===== src/rtl/async_flit_injector_if.sv =====
// ---------------------------------------------------------------------------
// async_flit_injector_if
//   Bundled-data 4-phase link between the clocked flit injector and one input
//   port of the asynchronous switch.
//
//   Signals
//     req   : 4-phase request, driven by the injector (registered, glitch-free)
//     data  : bundled flit data, stable whenever req or ack is high
//     ack   : 4-phase acknowledge, driven by the switch (asynchronous to clk)
//
//   Modports
//     master : the injector side (drives req/data, observes ack)
//     slave  : the switch side  (observes req/data, drives ack)
// ---------------------------------------------------------------------------
interface async_flit_injector_if #(
    parameter int WIDTH = 128
);
    logic             req;
    logic [WIDTH-1:0] data;
    logic             ack;

    modport master (
        output req,
        output data,
        input  ack
    );

    modport slave (
        input  req,
        input  data,
        output ack
    );
endinterface


===== src/rtl/async_flit_injector.sv =====
// ---------------------------------------------------------------------------
// async_flit_injector
//   Traffic-generator end of one switch input port. Builds packets (head,
//   body..., tail, or a single head+tail flit) and pushes them one flit at a
//   time over a bundled-data 4-phase req/ack channel. The switch's ack is
//   asynchronous, so it is brought into the clk domain through a flop
//   synchronizer and every FSM decision is taken on the synchronized copy.
//
//   Ports
//     clk         : single clock
//     reset       : asynchronous, active-low reset
//     gen_enable  : level, 1 = start/continue generating packets
//     dest_x      : destination X, sampled at packet start
//     dest_y      : destination Y, sampled at packet start
//     pkt_len     : flits per packet, sampled at packet start (0 -> 1)
//     link        : master side of the req/data/ack channel
//     busy_o      : 1 while a packet is in flight
//     flit_cnt_o  : flits completed (ack fell), wraps
//     pkt_cnt_o   : packets completed (tail ack fell), wraps
//
//   Flit layout (top two bits are the flit type)
//     head/single : [W-3 -: X_BITS]=dest_x, then Y_BITS of dest_y,
//                   [15:0] = packets completed so far, rest 0
//     body/tail   : [31:0] = payload LFSR state, rest 0
//
//   Per-flit handshake
//     SETUP  : data is already stable, req held low one cycle as bundling
//              margin before req rises
//     REQ_HI : req=1 until synchronized ack rises
//     REQ_LO : req=0 until synchronized ack falls; the flit is then complete
// ---------------------------------------------------------------------------
module async_flit_injector #(
    parameter int          WIDTH       = 128,
    parameter int          X_BITS      = 2,
    parameter int          Y_BITS      = 2,
    parameter int          LEN_BITS    = 4,
    parameter int          SYNC_STAGES = 2,
    parameter logic [31:0] LFSR_SEED   = 32'hACE1_0001
) (
    input  logic                    clk,
    input  logic                    reset,
    input  logic                    gen_enable,
    input  logic [X_BITS-1:0]       dest_x,
    input  logic [Y_BITS-1:0]       dest_y,
    input  logic [LEN_BITS-1:0]     pkt_len,
    async_flit_injector_if.master   link,
    output logic                    busy_o,
    output logic [31:0]             flit_cnt_o,
    output logic [15:0]             pkt_cnt_o
);

    localparam logic [1:0] TYPE_BODY   = 2'b00;
    localparam logic [1:0] TYPE_TAIL   = 2'b01;
    localparam logic [1:0] TYPE_HEAD   = 2'b10;
    localparam logic [1:0] TYPE_SINGLE = 2'b11;

    // Galois form of x^32 + x^22 + x^2 + x + 1 (right-shifting)
    localparam logic [31:0] LFSR_MASK  = 32'h8020_0003;

    typedef enum logic [1:0] {
        ST_IDLE   = 2'd0,
        ST_SETUP  = 2'd1,
        ST_REQ_HI = 2'd2,
        ST_REQ_LO = 2'd3
    } state_t;

    // ---------------------------------------------------------------------
    // Helpers
    // ---------------------------------------------------------------------
    function automatic logic [31:0] lfsr_step(input logic [31:0] s);
        logic [31:0] n;
        n = s >> 1;
        if (s[0]) begin
            n = n ^ LFSR_MASK;
        end
        return n;
    endfunction

    function automatic logic [WIDTH-1:0] make_head(
        input logic [1:0]        ftype,
        input logic [X_BITS-1:0] x,
        input logic [Y_BITS-1:0] y,
        input logic [15:0]       seq
    );
        logic [WIDTH-1:0] f;
        f                            = '0;
        f[WIDTH-1 -: 2]              = ftype;
        f[WIDTH-3 -: X_BITS]         = x;
        f[WIDTH-3-X_BITS -: Y_BITS]  = y;
        f[15:0]                      = seq;
        return f;
    endfunction

    function automatic logic [WIDTH-1:0] make_payload(
        input logic [1:0]  ftype,
        input logic [31:0] lfsr
    );
        logic [WIDTH-1:0] f;
        f               = '0;
        f[WIDTH-1 -: 2] = ftype;
        f[31:0]         = lfsr;
        return f;
    endfunction

    // ---------------------------------------------------------------------
    // ack synchronizer: ack arrives from the self-timed switch with no
    // relation to clk, so only the last stage is ever looked at.
    // ---------------------------------------------------------------------
    logic [SYNC_STAGES-1:0] r_sync;
    logic                   w_ack_s;

    always_ff @(posedge clk or negedge reset) begin
        if (!reset) begin
            r_sync <= '0;
        end else begin
            r_sync <= {r_sync[SYNC_STAGES-2:0], link.ack};
        end
    end

    assign w_ack_s = r_sync[SYNC_STAGES-1];

    // ---------------------------------------------------------------------
    // Packet / handshake state
    // ---------------------------------------------------------------------
    state_t              r_state;
    logic                r_req;
    logic [WIDTH-1:0]    r_data;
    logic [LEN_BITS-1:0] r_remaining;
    logic                r_is_last;     // current flit is tail or single
    logic                r_is_payload;  // current flit is body or tail
    logic [31:0]         r_lfsr;
    logic [31:0]         r_flit_cnt;
    logic [15:0]         r_pkt_cnt;

    logic [LEN_BITS-1:0] w_len_eff;
    logic [LEN_BITS-1:0] w_rem_dec;
    logic [31:0]         w_lfsr_adv;
    logic                w_next_is_tail;

    // A zero length would never reach a tail, so it is promoted to one flit.
    assign w_len_eff      = (pkt_len == '0) ? LEN_BITS'(1) : pkt_len;
    assign w_rem_dec      = r_remaining - LEN_BITS'(1);
    assign w_next_is_tail = (w_rem_dec == LEN_BITS'(1));

    // The LFSR only moves when a payload flit completes; the flit that
    // follows is loaded in the same edge, so it takes the advanced value.
    assign w_lfsr_adv     = r_is_payload ? lfsr_step(r_lfsr) : r_lfsr;

    always_ff @(posedge clk or negedge reset) begin
        if (!reset) begin
            r_state      <= ST_IDLE;
            r_req        <= 1'b0;
            r_data       <= '0;
            r_remaining  <= '0;
            r_is_last    <= 1'b0;
            r_is_payload <= 1'b0;
            r_lfsr       <= LFSR_SEED;
            r_flit_cnt   <= '0;
            r_pkt_cnt    <= '0;
        end else begin
            case (r_state)
                ST_IDLE: begin
                    // A high ack_s here is a leftover handshake from before
                    // reset; starting now would collide with it.
                    if (gen_enable && !w_ack_s) begin
                        r_remaining  <= w_len_eff;
                        r_is_last    <= (w_len_eff == LEN_BITS'(1));
                        r_is_payload <= 1'b0;
                        r_data       <= make_head(
                                            (w_len_eff == LEN_BITS'(1)) ? TYPE_SINGLE : TYPE_HEAD,
                                            dest_x, dest_y, r_pkt_cnt);
                        r_state      <= ST_SETUP;
                    end
                end

                ST_SETUP: begin
                    // data has been stable for this whole cycle with req low
                    r_req   <= 1'b1;
                    r_state <= ST_REQ_HI;
                end

                ST_REQ_HI: begin
                    if (w_ack_s) begin
                        r_req   <= 1'b0;
                        r_state <= ST_REQ_LO;
                    end
                end

                ST_REQ_LO: begin
                    if (!w_ack_s) begin
                        r_flit_cnt  <= r_flit_cnt + 32'd1;
                        r_remaining <= w_rem_dec;
                        r_lfsr      <= w_lfsr_adv;
                        if (r_is_last) begin
                            r_pkt_cnt <= r_pkt_cnt + 16'd1;
                            r_state   <= ST_IDLE;
                        end else begin
                            r_is_payload <= 1'b1;
                            r_is_last    <= w_next_is_tail;
                            r_data       <= make_payload(
                                                w_next_is_tail ? TYPE_TAIL : TYPE_BODY,
                                                w_lfsr_adv);
                            r_state      <= ST_SETUP;
                        end
                    end
                end

                default: begin
                    r_req   <= 1'b0;
                    r_state <= ST_IDLE;
                end
            endcase
        end
    end

    assign link.req   = r_req;
    assign link.data  = r_data;
    assign busy_o     = (r_state != ST_IDLE);
    assign flit_cnt_o = r_flit_cnt;
    assign pkt_cnt_o  = r_pkt_cnt;

endmodule


===== src/flat_wrapper.sv =====
// flat-port wrapper written by rule: the top's interface ports become plain ports
module async_flit_injector_flat 
#(
    parameter int          WIDTH       = 128,
    parameter int          X_BITS      = 2,
    parameter int          Y_BITS      = 2,
    parameter int          LEN_BITS    = 4,
    parameter int          SYNC_STAGES = 2,
    parameter logic [31:0] LFSR_SEED   = 32'hACE1_0001
)
  (clk, reset, gen_enable, dest_x, dest_y, pkt_len, busy_o, flit_cnt_o, pkt_cnt_o, link_req, link_data, link_ack);
  async_flit_injector_if #(.WIDTH(WIDTH)) link_i ();
  input  logic clk;
  input  logic reset;
  input  logic gen_enable;
  input  logic [X_BITS-1:0] dest_x;
  input  logic [Y_BITS-1:0] dest_y;
  input  logic [LEN_BITS-1:0] pkt_len;
  output logic busy_o;
  output logic [31:0] flit_cnt_o;
  output logic [15:0] pkt_cnt_o;
  output wire logic [$bits(link_i.req)-1:0] link_req;
  output wire logic [$bits(link_i.data)-1:0] link_data;
  input wire logic [$bits(link_i.ack)-1:0] link_ack;
  assign link_req = link_i.req;
  assign link_data = link_i.data;
  assign link_i.ack = link_ack;
  async_flit_injector #(.WIDTH(WIDTH), .X_BITS(X_BITS), .Y_BITS(Y_BITS), .LEN_BITS(LEN_BITS), .SYNC_STAGES(SYNC_STAGES), .LFSR_SEED(LFSR_SEED)) u_core (.clk(clk), .reset(reset), .gen_enable(gen_enable), .dest_x(dest_x), .dest_y(dest_y), .pkt_len(pkt_len), .link(link_i), .busy_o(busy_o), .flit_cnt_o(flit_cnt_o), .pkt_cnt_o(pkt_cnt_o));
endmodule

===== config.mk =====
export PLATFORM = sky130hd
export DESIGN_NAME = async_flit_injector_flat
export DESIGN_NICKNAME = d
export VERILOG_FILES = /design/src/rtl/async_flit_injector_if.sv /design/src/rtl/async_flit_injector.sv /design/src/flat_wrapper.sv
export SDC_FILE = /design/constraint.sdc
export NUM_CORES = 1
export LEC_CHECK = 0
export CORE_MARGIN = 2
export CORE_UTILIZATION = 40
export CTS_CLUSTER_DIAMETER = 30
export DETAILED_ROUTE_END_ITERATION = 10
export GPL_ROUTABILITY_DRIVEN = 0
export PLACE_DENSITY = 0.69
export SETUP_SLACK_MARGIN = 0.1
export SKIP_CTS_REPAIR_TIMING = 1
export SYNTH_ARGS = -nofsm -noshare
export SYNTH_HDL_FRONTEND = slang
export SYNTH_SLANG_ARGS = --single-unit

===== constraint.sdc =====
create_clock -name clk -period 2.4 [get_ports clk]
set_input_delay 0.48 -clock clk [delete_from_list [all_inputs] [get_ports clk]]
set_output_delay 0.48 -clock clk [all_outputs]
set_load 0.02 [all_outputs]

# Word level (Yosys, flattened, before mapping)
# Cells that the tools add are included.
[classes] addsub=3 mul=0 n_div=0 order_cmp=0 n_eq_ne=9 n_shift=0 mux=27 n_bitwise=2 reduce_logical=13
[op_table] operator="2-to-1 mux 128 bit" n=3
[op_table] operator="one-hot mux 128 bit (2 select lines)" n=1
[op_table] operator="2-to-1 mux 32 bit" n=2
[op_table] operator="adder 32 x 1 -> 32 bit, second input constant" n=1
[op_table] operator="adder 16 x 1 -> 16 bit, second input constant" n=1
[op_table] operator="2-to-1 mux 4 bit" n=3
[op_table] operator="2-to-1 mux 1 bit" n=10
[op_table] operator="AND reduction 3 bit" n=3
[op_table] operator="== test 4 x 1 -> 1 bit, second input constant" n=2
[op_table] operator="one-hot mux 2 bit (4 select lines)" n=1
[op_table] operator="one-hot mux 4 bit (2 select lines)" n=1
[op_table] operator="2-to-1 mux 2 bit" n=3
[op_table] operator="one-hot mux 1 bit (2 select lines)" n=3
[op_table] operator="nonzero test 2 bit" n=3
[op_table] operator="== test 2 bit, second input constant" n=2
[op_table] operator="zero test 4 bit" n=1
[op_table] operator="inequality test 2 x 1 -> 1 bit, second input constant" n=2
[op_table] operator="inequality test 2 bit, second input constant" n=2
[op_table] operator="NOT 3 -> 4 bit" n=1
[op_table] operator="AND reduction 2 bit" n=2
[op_table] operator="AND reduction 4 bit" n=1
[op_table] operator="subtractor 4 x 1 -> 4 bit, second input constant" n=1
[op_table] operator="== test 2 x 1 -> 1 bit, second input constant" n=1
[op_table] operator="zero test 2 bit" n=1
[op_table] operator="3 further kinds" n=3
[word_totals] register_bits=219 latchBits=0 mem_bits_rw=0 mem_bits_ro=0 in_bits=12 elab_cells=64 memories=0

# Longest topological paths before layout
# Gate-level depths: netlist (run 1).
[logic_depth] ltp_word=6 depth_mapped=9 mapped_depth_nobuf=6

# Worst setup path after synthesis (run 1)
# OpenSTA, ideal clock, no wires.
[synth_timing] kind="reg2reg" from="reg u_core.r_state[0]" to="reg u_core.r_data[10], in the netlist u_core.link.data[10]" setup_time_ns=0.126 t_arrival_ns=1.982 required_time_ns=2.274 slack_ns=0.292 stages_incl_launch_ff=10 path_buffers=3 synth_period_minus_slack_ns=2.108 cell_sequence="dfrtp_1 inv_1 ha_1 inv_1 or3_1 buf_2 and2_4 buf_6 buf_6 a221o_1"
[synth_between] elab_chain_len=3 word_cells_on_any_way=8
[synth_rtl] element="start: declaration" line_no="async_flit_injector.sv:125" text="state_t r_state;"
[synth_rtl] element="start signal: assignment" line_no="async_flit_injector.sv:151" text="r_state <= ST_IDLE;"
[synth_rtl] element="start signal: assignment" line_no="async_flit_injector.sv:172" text="r_state <= ST_SETUP;"
[synth_rtl] element="start signal: assignment" line_no="async_flit_injector.sv:179" text="r_state <= ST_REQ_HI;"
[synth_rtl] element="== test 2 bit or zero test 2 bit (tied branches)" line_no="async_flit_injector.sv:161" text="case (r_state)"
[synth_rtl] element="inequality test 2 bit (no line) (tied with other cells)"
[synth_rtl] element="AND reduction 4 bit (no line)"
[synth_rtl] element="end signal: assignment" line_no="async_flit_injector.sv:169" text="r_data <= make_head("
[synth_rtl] element="end signal: assignment" line_no="async_flit_injector.sv:200" text="r_data <= make_payload("
[synth_rtl] element="end: declaration" line_no="async_flit_injector.sv:127" text="logic [WIDTH-1:0] r_data;"
# Several ways; a longest one is shown, not always the timed one.
# A chain may end at the register's enable or synchronous reset.

# Worst setup path after layout (run 1)
[layout_timing] from="reg u_core.r_state[0]" to="out busy_o"
[layout_between] elab_chain_len=1
[layout_rtl] element="nonzero test 2 bit" line_no="async_flit_injector.sv:218" text="assign busy_o = (r_state != ST_IDLE);"
[layout_rtl] element="end: declaration" line_no="flat_wrapper.sv:19" text="output logic busy_o;"
# No other way between the ends.

==> summary.md, run 1 <==
| Metric | Value |
|---|---|
| Max_cap viols | 0 |
| Area post-placement | 0.007436 mm2 |
| Max_slew headroom | 0.5708 |
| Row count | 46 |
| Pin slew with the least headroom to its limit | around 0.64 ns |
| Final ANT Viol Nets | 0 |
| Final hold vios | 0 |
| RSZ-0062 raised after global routing | false |
| Instance count on the critical path | 4 |
| Total number of vias | 4456 |
| Minimum clock period | roughly 2.1 ns |
| Worst-path clk slew | 0.05 ns |
| Worst skew pair latency | 0.41 ns |
| Final total power | 0.006913 W |
| Syn avg cell area | 10.76 um2 |
| Peak VDD IR | 0.0006825 V |
| Number of synthesized flops with an enable pin | 0 |
| Power density over cell area | 866.5 mW/mm2 |
| Top cells by count, synth | dfrtp_1, buf_4, nand2_1, xnor2_1, nand3_1 |
| CTS Sinks | approximately 130 |
| Delay-heaviest family, CP | buffers and inverters |
| Critical path buffers and inverters | 3 |
| Leak pwr | 3.661 nW |
| Worst setup margin | 0.3152 ns |
| ANT cells | 0 |
| First-pass DRT Iterations | 5 |
| Crit-path max FO | 4 |
| CP cell instances | inv_1 -> ha_1 -> inv_1 -> dlymetal6s2s_1 |
| Port buffer count | 99 |
| Sequential fraction of the synthesis area | 0.4990 |
| GRT overflow | 0 |
| Most used flip-flop cell after synthesis | dfrtp_1 |
| Vias in the first global route | 4379 |
| Share of cells above drive strength 1 | 0.1096 |
| Final Net Count | 729 |
| Most common cell on crit path | inv_1 |
| Worst Setup Start Kind | flop |
| Die X | 131.4 um |
| Ys async rst share | 1.000 |
| Post-DP HPWL | 9622 um |
| DRT iter0 DRCs | ~180 |
| First-pass GRT wire length | 22600 um |
| Synth area leaders | dfrtp_1, buf_4, xnor2_1, mux2i_1, mux2_2 |
| Largest net degree at the start of global routing | between 50 and 60 |
| Routed WL | approximately 14000 um |
| Starting density of the core | 0.4086 |
| Core Region | roughly 0.016 mm2 |
| Drt drc | 0 |
| Die Ht | about 130 um |
| Hold WC Path Type | in -> async |
| Final period util | 0.8687 |
| Wire per inst | 14.44 um |
| Syn Inst Count | 603 |
| Slowest cell delay on critical path | 0.39 ns |
| Critical-path top delay cell | dfrtp_1 |
| Die area | 0.01726 mm2 |
| Clk_skew | 0.01657 ns |
| Area leader, netlist | dfrtp_1 |
| Post-Layout Cell Count | 937 |
| Setup crit end kind | output pin |
| Peak Freq | between 400 and 500 MHz |
| Setup WS pre-CTS | 0.2246 ns |
| FILL cells | 1431 |
| Via-to-Cell Ratio | 4.756 |
| Max clock buf depth | 2 |
| Clock Tree Root | clkbuf_16 |
| FF+latch count, synth | 129 |
| DP Cell Count | 905 |
| Initial antenna violation count | 0 |
| Status | completed |
| Post-Syn Area | around 0.0065 mm2 |
| YS warnings | 0 |
| Top-count cell post-synth | dfrtp_1 |
| I/O Pins | 190 |
| Area growth syn-to-layout | 22.90% |
| Final setup fails | 0 |
| CTS H-Tree Depth | 4 |
| Num CTS Buffers | 17 |
| Number of unique standard cell types used by synthesis | 41 |
| Data arrival, critical path | 1.60 ns |
| Crit Path Class | reg -> out |
| Yosys top cell area share | 0.4626 |
| CTS tree | done |
| Register-to-Register Path Depth | 5 |
| Gr usage total | 0.1628 |
| Req. time, crit path | 1.92 ns |
| Post-layout instance area | between 0.007 and 0.008 mm2 |
| Final slew viol count | 0 |
-- metrics by stage --
step | util | hold slack [ns] | setup TNS, ns
after global placement | 0.4681 | 0.3447 | 0
final | 0.5022 | 0.05779 | 0
after floorplan | - | 0.1844 | 0
after CTS | 0.5020 | 0.05557 | -0.1039
after detailed placement | 0.4681 | 0.3411 | 0
after global routing | 0.5022 | 0.08245 | 0
-- per-layer routing --
| metal | up-vias | wire [um] | global-route usage |
|---|---|---|---|
| li1 | 2127 | - | - |
| met1 | 2200 | 5888 | 0.2100 |
| met2 | 121 | 6935 | 0.2690 |
| met3 | 8 | 630 | 0.04475 |
| met4 | 0 | 74 | 0.04771 |
| met5 | - | 0 | 0 |
-- registers in the layout, indices dropped and copies added (netlist names) --
name,count
u_core.r_state,2
u_core.pkt_cnt_o,16
u_core.link.req,1
u_core.r_remaining,4
u_core.flit_cnt_o,32
u_core.r_is_last,1
u_core.link.data,38
u_core.r_sync,2
u_core.r_lfsr,32
u_core.r_is_payload,1
-- cell usage in the layout, fill, tap and decap left out, types with 18 or more instances in the layout --
master and count:
nand2_1 46, mux2i_1 31, dfrtp_1 119, mux2_2 24, conb_1 90, nand3_1 36
nor2_1 25, nand4_1 18, o21ai_0 35, clkdlybuf4s50_1 97, xnor2_1 39
-- final timing paths --
check                                               from                                 to  slack, ns
max reg2reg                u_core.r_state[1]$_DFFE_PN0P_   u_core.pkt_cnt_o[15]$_DFFE_PN0P_       0.43
min in group clk              u_core.r_sync[0]$_DFF_PN0_         u_core.r_sync[1]$_DFF_PN0_       0.36
max                        u_core.r_state[0]$_DFFE_PN0P_                             busy_o       0.32
min reg2reg                   u_core.r_sync[0]$_DFF_PN0_         u_core.r_sync[1]$_DFF_PN0_       0.36
max in group asynchronous                          reset       u_core.r_lfsr[0]$_DFFE_PN1P_       1.65
min                                                reset  u_core.r_remaining[1]$_DFFE_PN0P_       0.06
-- kinds of logic after synthesis --
| logic type | count (synthesis) | share of synthesized area |
|---|---|---|
| fa+ha+maj | 9 | 0.01735 |
| buf+inv | 127 | 0.1293 |
| simple gates | 166 | 0.1282 |
| mux | 55 | 0.08944 |
| other cells | 1 | 0.0005777 |
| flops | 129 | 0.4990 |
| xor+xnor | 51 | 0.06881 |
| compound gates | 65 | 0.06727 |
-- area by class of cell --
cell class                 count  area (um2)  share of cell area
clock buffer                  26       479.2             0.06007
clock inverter                 6       58.81            0.007371
inverter                      13       48.80            0.006117
multi-input combinational    436        2761              0.3461
sequential                   129        3241              0.4062
tap                          216       270.3             0.03388
timing repair buffer         111        1119              0.1402
-- where the power goes --
part	switching, W	total [W]	internal (W)	leakage, nW
clock	0.000881	0.00235	0.00147	0.266
sequential	0.000290	0.00272	0.00243	1.73
combinational	0.00108	0.00184	0.000757	1.67
total	0.00225	0.00691	0.00466	3.66
Power figures use the tool's default switching activity.
==> inputs of run 2 (changes only) <==
--- a/config.mk
+++ b/config.mk
@@ -5,12 +5,13 @@
 export SDC_FILE = /design/constraint.sdc
 export NUM_CORES = 1
 export LEC_CHECK = 0
+export ABC_AREA = 1
 export CORE_MARGIN = 2
 export CORE_UTILIZATION = 40
 export CTS_CLUSTER_DIAMETER = 30
 export DETAILED_ROUTE_END_ITERATION = 10
 export GPL_ROUTABILITY_DRIVEN = 0
-export PLACE_DENSITY = 0.69
+export PLACE_DENSITY = 0.68
 export SETUP_SLACK_MARGIN = 0.1
 export SKIP_CTS_REPAIR_TIMING = 1
 export SYNTH_ARGS = -nofsm -noshare
==> run 2 against run 1 <==
  * Setup slack better by 0.0072 ns
  * Sequential share of layout area is 2.4 points lower
  * Combinational power is 4% higher
  * Largest cell class unchanged
  * Register-to-register slack worse by 0.09 ns
  * Clock skew is 0.0092 ns lower
  * Highest routed layer unchanged
  * Largest power group unchanged
  * Core utilization is 0.75 points lower
  * Flip-flop and latch count stayed put
  * Wire length is 11% higher
  * Global-route usage is 0.36 points higher
==> summary.md, run 2 <==
| Metric | Value |
|---|---|
| Yosys top cell area share | 0.4333 (-0.02931) |
| Via-to-Cell Ratio | 4.537 (-4.6%) |
| Most frequent cells in the layout | nand2_1, dfrtp_1, clkdlybuf4s50_1 |
| Mux contribution to synthesized area | 0.02166 (-0.06777) |
| Post-Synth XOR/XNOR Area | 0.03412 (-0.03469) |
| Largest net degree at the start of global routing | 130 (+140%) |
| Final period util | 0.8657 (-0.002983) |
| Starting density of the core | 0.4049 (-0.003735) |
| Gr busiest metal | met2 |
| Minimum clock period | 2.078 ns (-0.007159 ns) |
| FF+latch count, synth | 129 (unchanged) |
| Adder-Cell Fraction of Synth Area | 0.01625 (-0.001099) |
| Area growth syn-to-layout | 22.19% |
| Total number of vias | 5394 (+21%) |
| Routed WL | 15050 um (+11%) |
| Pin slew with the least headroom to its limit | 0.7091 ns (+0.06519 ns) |
| Largest family of logic cells by synthesized area | simple AND/OR/NAND/NOR gates |
| Commonest non-fill, non-tap cell in the layout | nand2_1 |
| Combinational power share | 0.265 (about the same) |
| CP cell instances | clkdlybuf4s50_1 |
| Max clock buf depth | 2 (unchanged) |
| Reg power frac | 0.367 (-0.026) |
| Hold WC Path Type | in -> async |
| GRT met2 Usage | 0.2640 (-0.004977) |
| Final setup fails | 0 (unchanged) |
| Synth Area in Simple Gates | 0.2461 (+0.1179) |
| Delay-heaviest family, CP | buffers and inverters |
| Wire per inst | 12.66 um (-12%) |
| Reg2reg start | u_core.r_state[0]$_DFFE_PN0P_ |
| Final slew viol count | 0 (unchanged) |
| Sequential fraction of the synthesis area | 0.4674 (-0.03162) |
| YS warnings | 0 (unchanged) |
| Post-layout instance area | 0.008468 mm2 (+6.1%) |
| CTS Sinks | 129 (unchanged) |
| Leak pwr | 3.993 nW (+9.0%) |
| Max_cap viols | 0 (unchanged) |
| Switch share | 0.3411 (+0.01495) |
| Post-Syn Area | 0.006930 mm2 (+6.8%) |
| Top cells by count, synth | nand2_1, dfrtp_1, buf_4, o21ai_0, inv_1 |
| Max_slew headroom | 0.5273 (-0.04346) |
| CTS tree | done |
| Core Region | 0.01712 mm2 (+7.8%) |
| Number of unique standard cell types used by synthesis | 31 (-24%) |
| Area post-placement | 0.007840 mm2 (+5.4%) |
| Reg2reg end | u_core.link.data[126]$_DFFE_PN0P_ |
| Die area | 0.01840 mm2 (+6.6%) |
| I/O Pins | 190 (unchanged) |
| Initial antenna violation count | 0 (unchanged) |
| Syn Inst Count | 846 (+40%) |
| Final Net Count | 972 (+33%) |
| Area leader, netlist | dfrtp_1 |
| Die X | 135.6 um (+3.2%) |
| Row count | 48 (+4.3%) |
| FILL cells | 1651 (+15%) |
| Cell Int Power | 0.004765 W (+2.3%) |
| Peak VDD IR | 0.0005483 V (-20%) |
| Most used flip-flop cell after synthesis | dfrtp_1 |
| Register-to-Register Path Depth | 10 (+5) |
| Final ANT Viol Nets | 0 (unchanged) |
| Critical path buffers and inverters | 1 (-2) |
| Req. time, crit path | 1.92 ns (about the same) |
| CTS H-Tree Depth | 4 (unchanged) |
| Synth area leaders | dfrtp_1, nand2_1, buf_4, o21ai_0, inv_1 |
| GRT overflow | 0 (unchanged) |
| Syn avg cell area | 8.192 um2 (-24%) |
| DRT iter0 DRCs | 317 (+79%) |
| Crit-path max FO | 7 (+3) |
| Num CTS Buffers | 17 (unchanged) |
| Top-count cell post-synth | nand2_1 |
| Synth Area in Compound Gates | 0.06211 (-0.005166) |
| Ys async rst share | 1.000 (unchanged) |
| Gr usage total | 0.1664 (+0.003609) |
| Vias in the first global route | 4958 (+13%) |
| Die Ht | 135.6 um (+3.2%) |
| Setup total negative slack | 0 ns (unchanged) |
| Clock Tree Root | clkbuf_16 |
| Met3 usage | 0.04751 (+0.002759) |
| First-pass DRT Iterations | 4 (-1) |
| Number of synthesized flops with an enable pin | 0 (unchanged) |
| Crit Path Class | reg -> out |
| Switching pwr | 0.002466 W (+9.4%) |
| Post-DP HPWL | 10340 um (+7.4%) |
| Data arrival, critical path | 1.60 ns (about the same) |
| Met1 usage | 0.2228 (+0.01287) |
| Status | completed |
| Clk network pwr share | 0.368 (+0.027) |
| Port buffer count | 99 (unchanged) |
| Share of cells above drive strength 1 | 0.07261 (-0.03696) |
| Final hold vios | 0 (unchanged) |
| Clk_skew | 0.007377 ns (-0.009194 ns) |
| Worst-path clk slew | 0.06 ns (about the same) |
| Worst R2R Setup Slack | 0.34 ns (-0.09 ns) |
| RSZ-0062 raised after global routing | true |
| Power density over cell area | 854.0 mW/mm2 (-1.4%) |
| Setup crit end kind | output pin |
| Slowest cell delay on critical path | 0.69 ns (+0.30 ns) |
| ANT cells | 0 (unchanged) |
| First-pass GRT wire length | 24360 um (+7.8%) |
| Drt drc | 0 (unchanged) |
| Peak Freq | 481.3 MHz (+0.34%) |
| Worst skew pair latency | 0.42 ns (about the same) |
| Worst Setup Start Kind | flop |
| Max reg flops | 38 (unchanged) |
| Critical-path top delay cell | clkdlybuf4s50_1 |
-- run 2: worst max path at each step --
stage / startpoint / end / slack [ns] / depth (start not counted)
after floorplan: u_core.r_state[0]$_DFFE_PN0P_ / u_core.link.data[24]$_DFFE_PN0P_ / 0.59 / 9
after global placement: gen_enable / u_core.link.data[126]$_DFFE_PN0P_ / 0.08 / 6
after detailed placement: gen_enable / u_core.link.data[14]$_DFFE_PN0P_ / 0.02 / 6
after CTS: u_core.r_state[0]$_DFFE_PN0P_ / busy_o / -0.08 / 4
after global routing: u_core.r_state[0]$_DFFE_PN0P_ / u_core.link.data[126]$_DFFE_PN0P_ / 0.10 / 10
final: u_core.pkt_cnt_o[2]$_DFFE_PN0P_ / pkt_cnt_o[2] / 0.32 / 1
-- run 2: kinds of logic (layout without fill, tap and decap cells) --
logic type | count (synthesis) | after routing
mux | 15 | 15
compound gates | 83 | 83
other cells | 1 | 90
buf+inv | 186 | 214
xor+xnor | 27 | 27
flops | 129 | 129
simple gates | 396 | 397
fa+ha+maj | 9 | 9
-- run 2: layout make-up --
| class | instances | area, um2 | area share |
|---|---|---|---|
| Clock inverter | 12 | 157.7 | 0.01862 |
| Multi-Input combinational cell | 621 | 2984 | 0.3524 |
| Sequential cell | 129 | 3239 | 0.3825 |
| Tap cell | 225 | 281.5 | 0.03324 |
| Clock buffer | 20 | 456.7 | 0.05393 |
| Inverter | 74 | 277.8 | 0.03280 |
| Timing Repair Buffer | 108 | 1071 | 0.1265 |
-- run 2: power groups by stage --
stage	Sequential [W]	Combinational, W	Clock (W)
finish	0.00266	0.00191	0.00266
global route	0.00269	0.00215	0.00283
CTS	0.00266	0.00191	0.00272
detailed placement	0.00269	0.00190	0
global placement	0.00269	0.00186	0
floorplan	0.00278	0.00125	0
-- run 2: routing by layer --
metal  vias up  routed length (um)
met1      2525                6995
li1       2706                   -
met4         0                 174
met3        15                 826
met2       148                7052
met5         -                   0
-- run 2: metrics by stage --
stage	total power (W)	utilization	hold slack, ns	worst slack, ns	instances
2_1_floorplan	0.004031	-	0.1844	0.5899	935
3_3_place_gp	0.004553	0.4580	0.3330	0.08420	1156
3_5_place_dp	0.004591	0.4580	0.3485	0.02044	1156
4_1_cts	0.007286	0.4939	0.2117	-0.08116	1188
5_1_grt	0.007675	0.4947	0.2298	0.1018	1189
6_report	0.007231	0.4947	0.1316	0.3224	1189
==> inputs of run 3 (changes only) <==
--- a/config.mk
+++ b/config.mk
@@ -12,7 +12,7 @@
 export DETAILED_ROUTE_END_ITERATION = 10
 export GPL_ROUTABILITY_DRIVEN = 0
 export PLACE_DENSITY = 0.68
-export SETUP_SLACK_MARGIN = 0.1
+export SETUP_SLACK_MARGIN = 0.15
 export SKIP_CTS_REPAIR_TIMING = 1
 export SYNTH_ARGS = -nofsm -noshare
 export SYNTH_HDL_FRONTEND = slang
==> results of run 3 <==
Same layout as run 2: the final DEF is identical, and so are final timing and power.
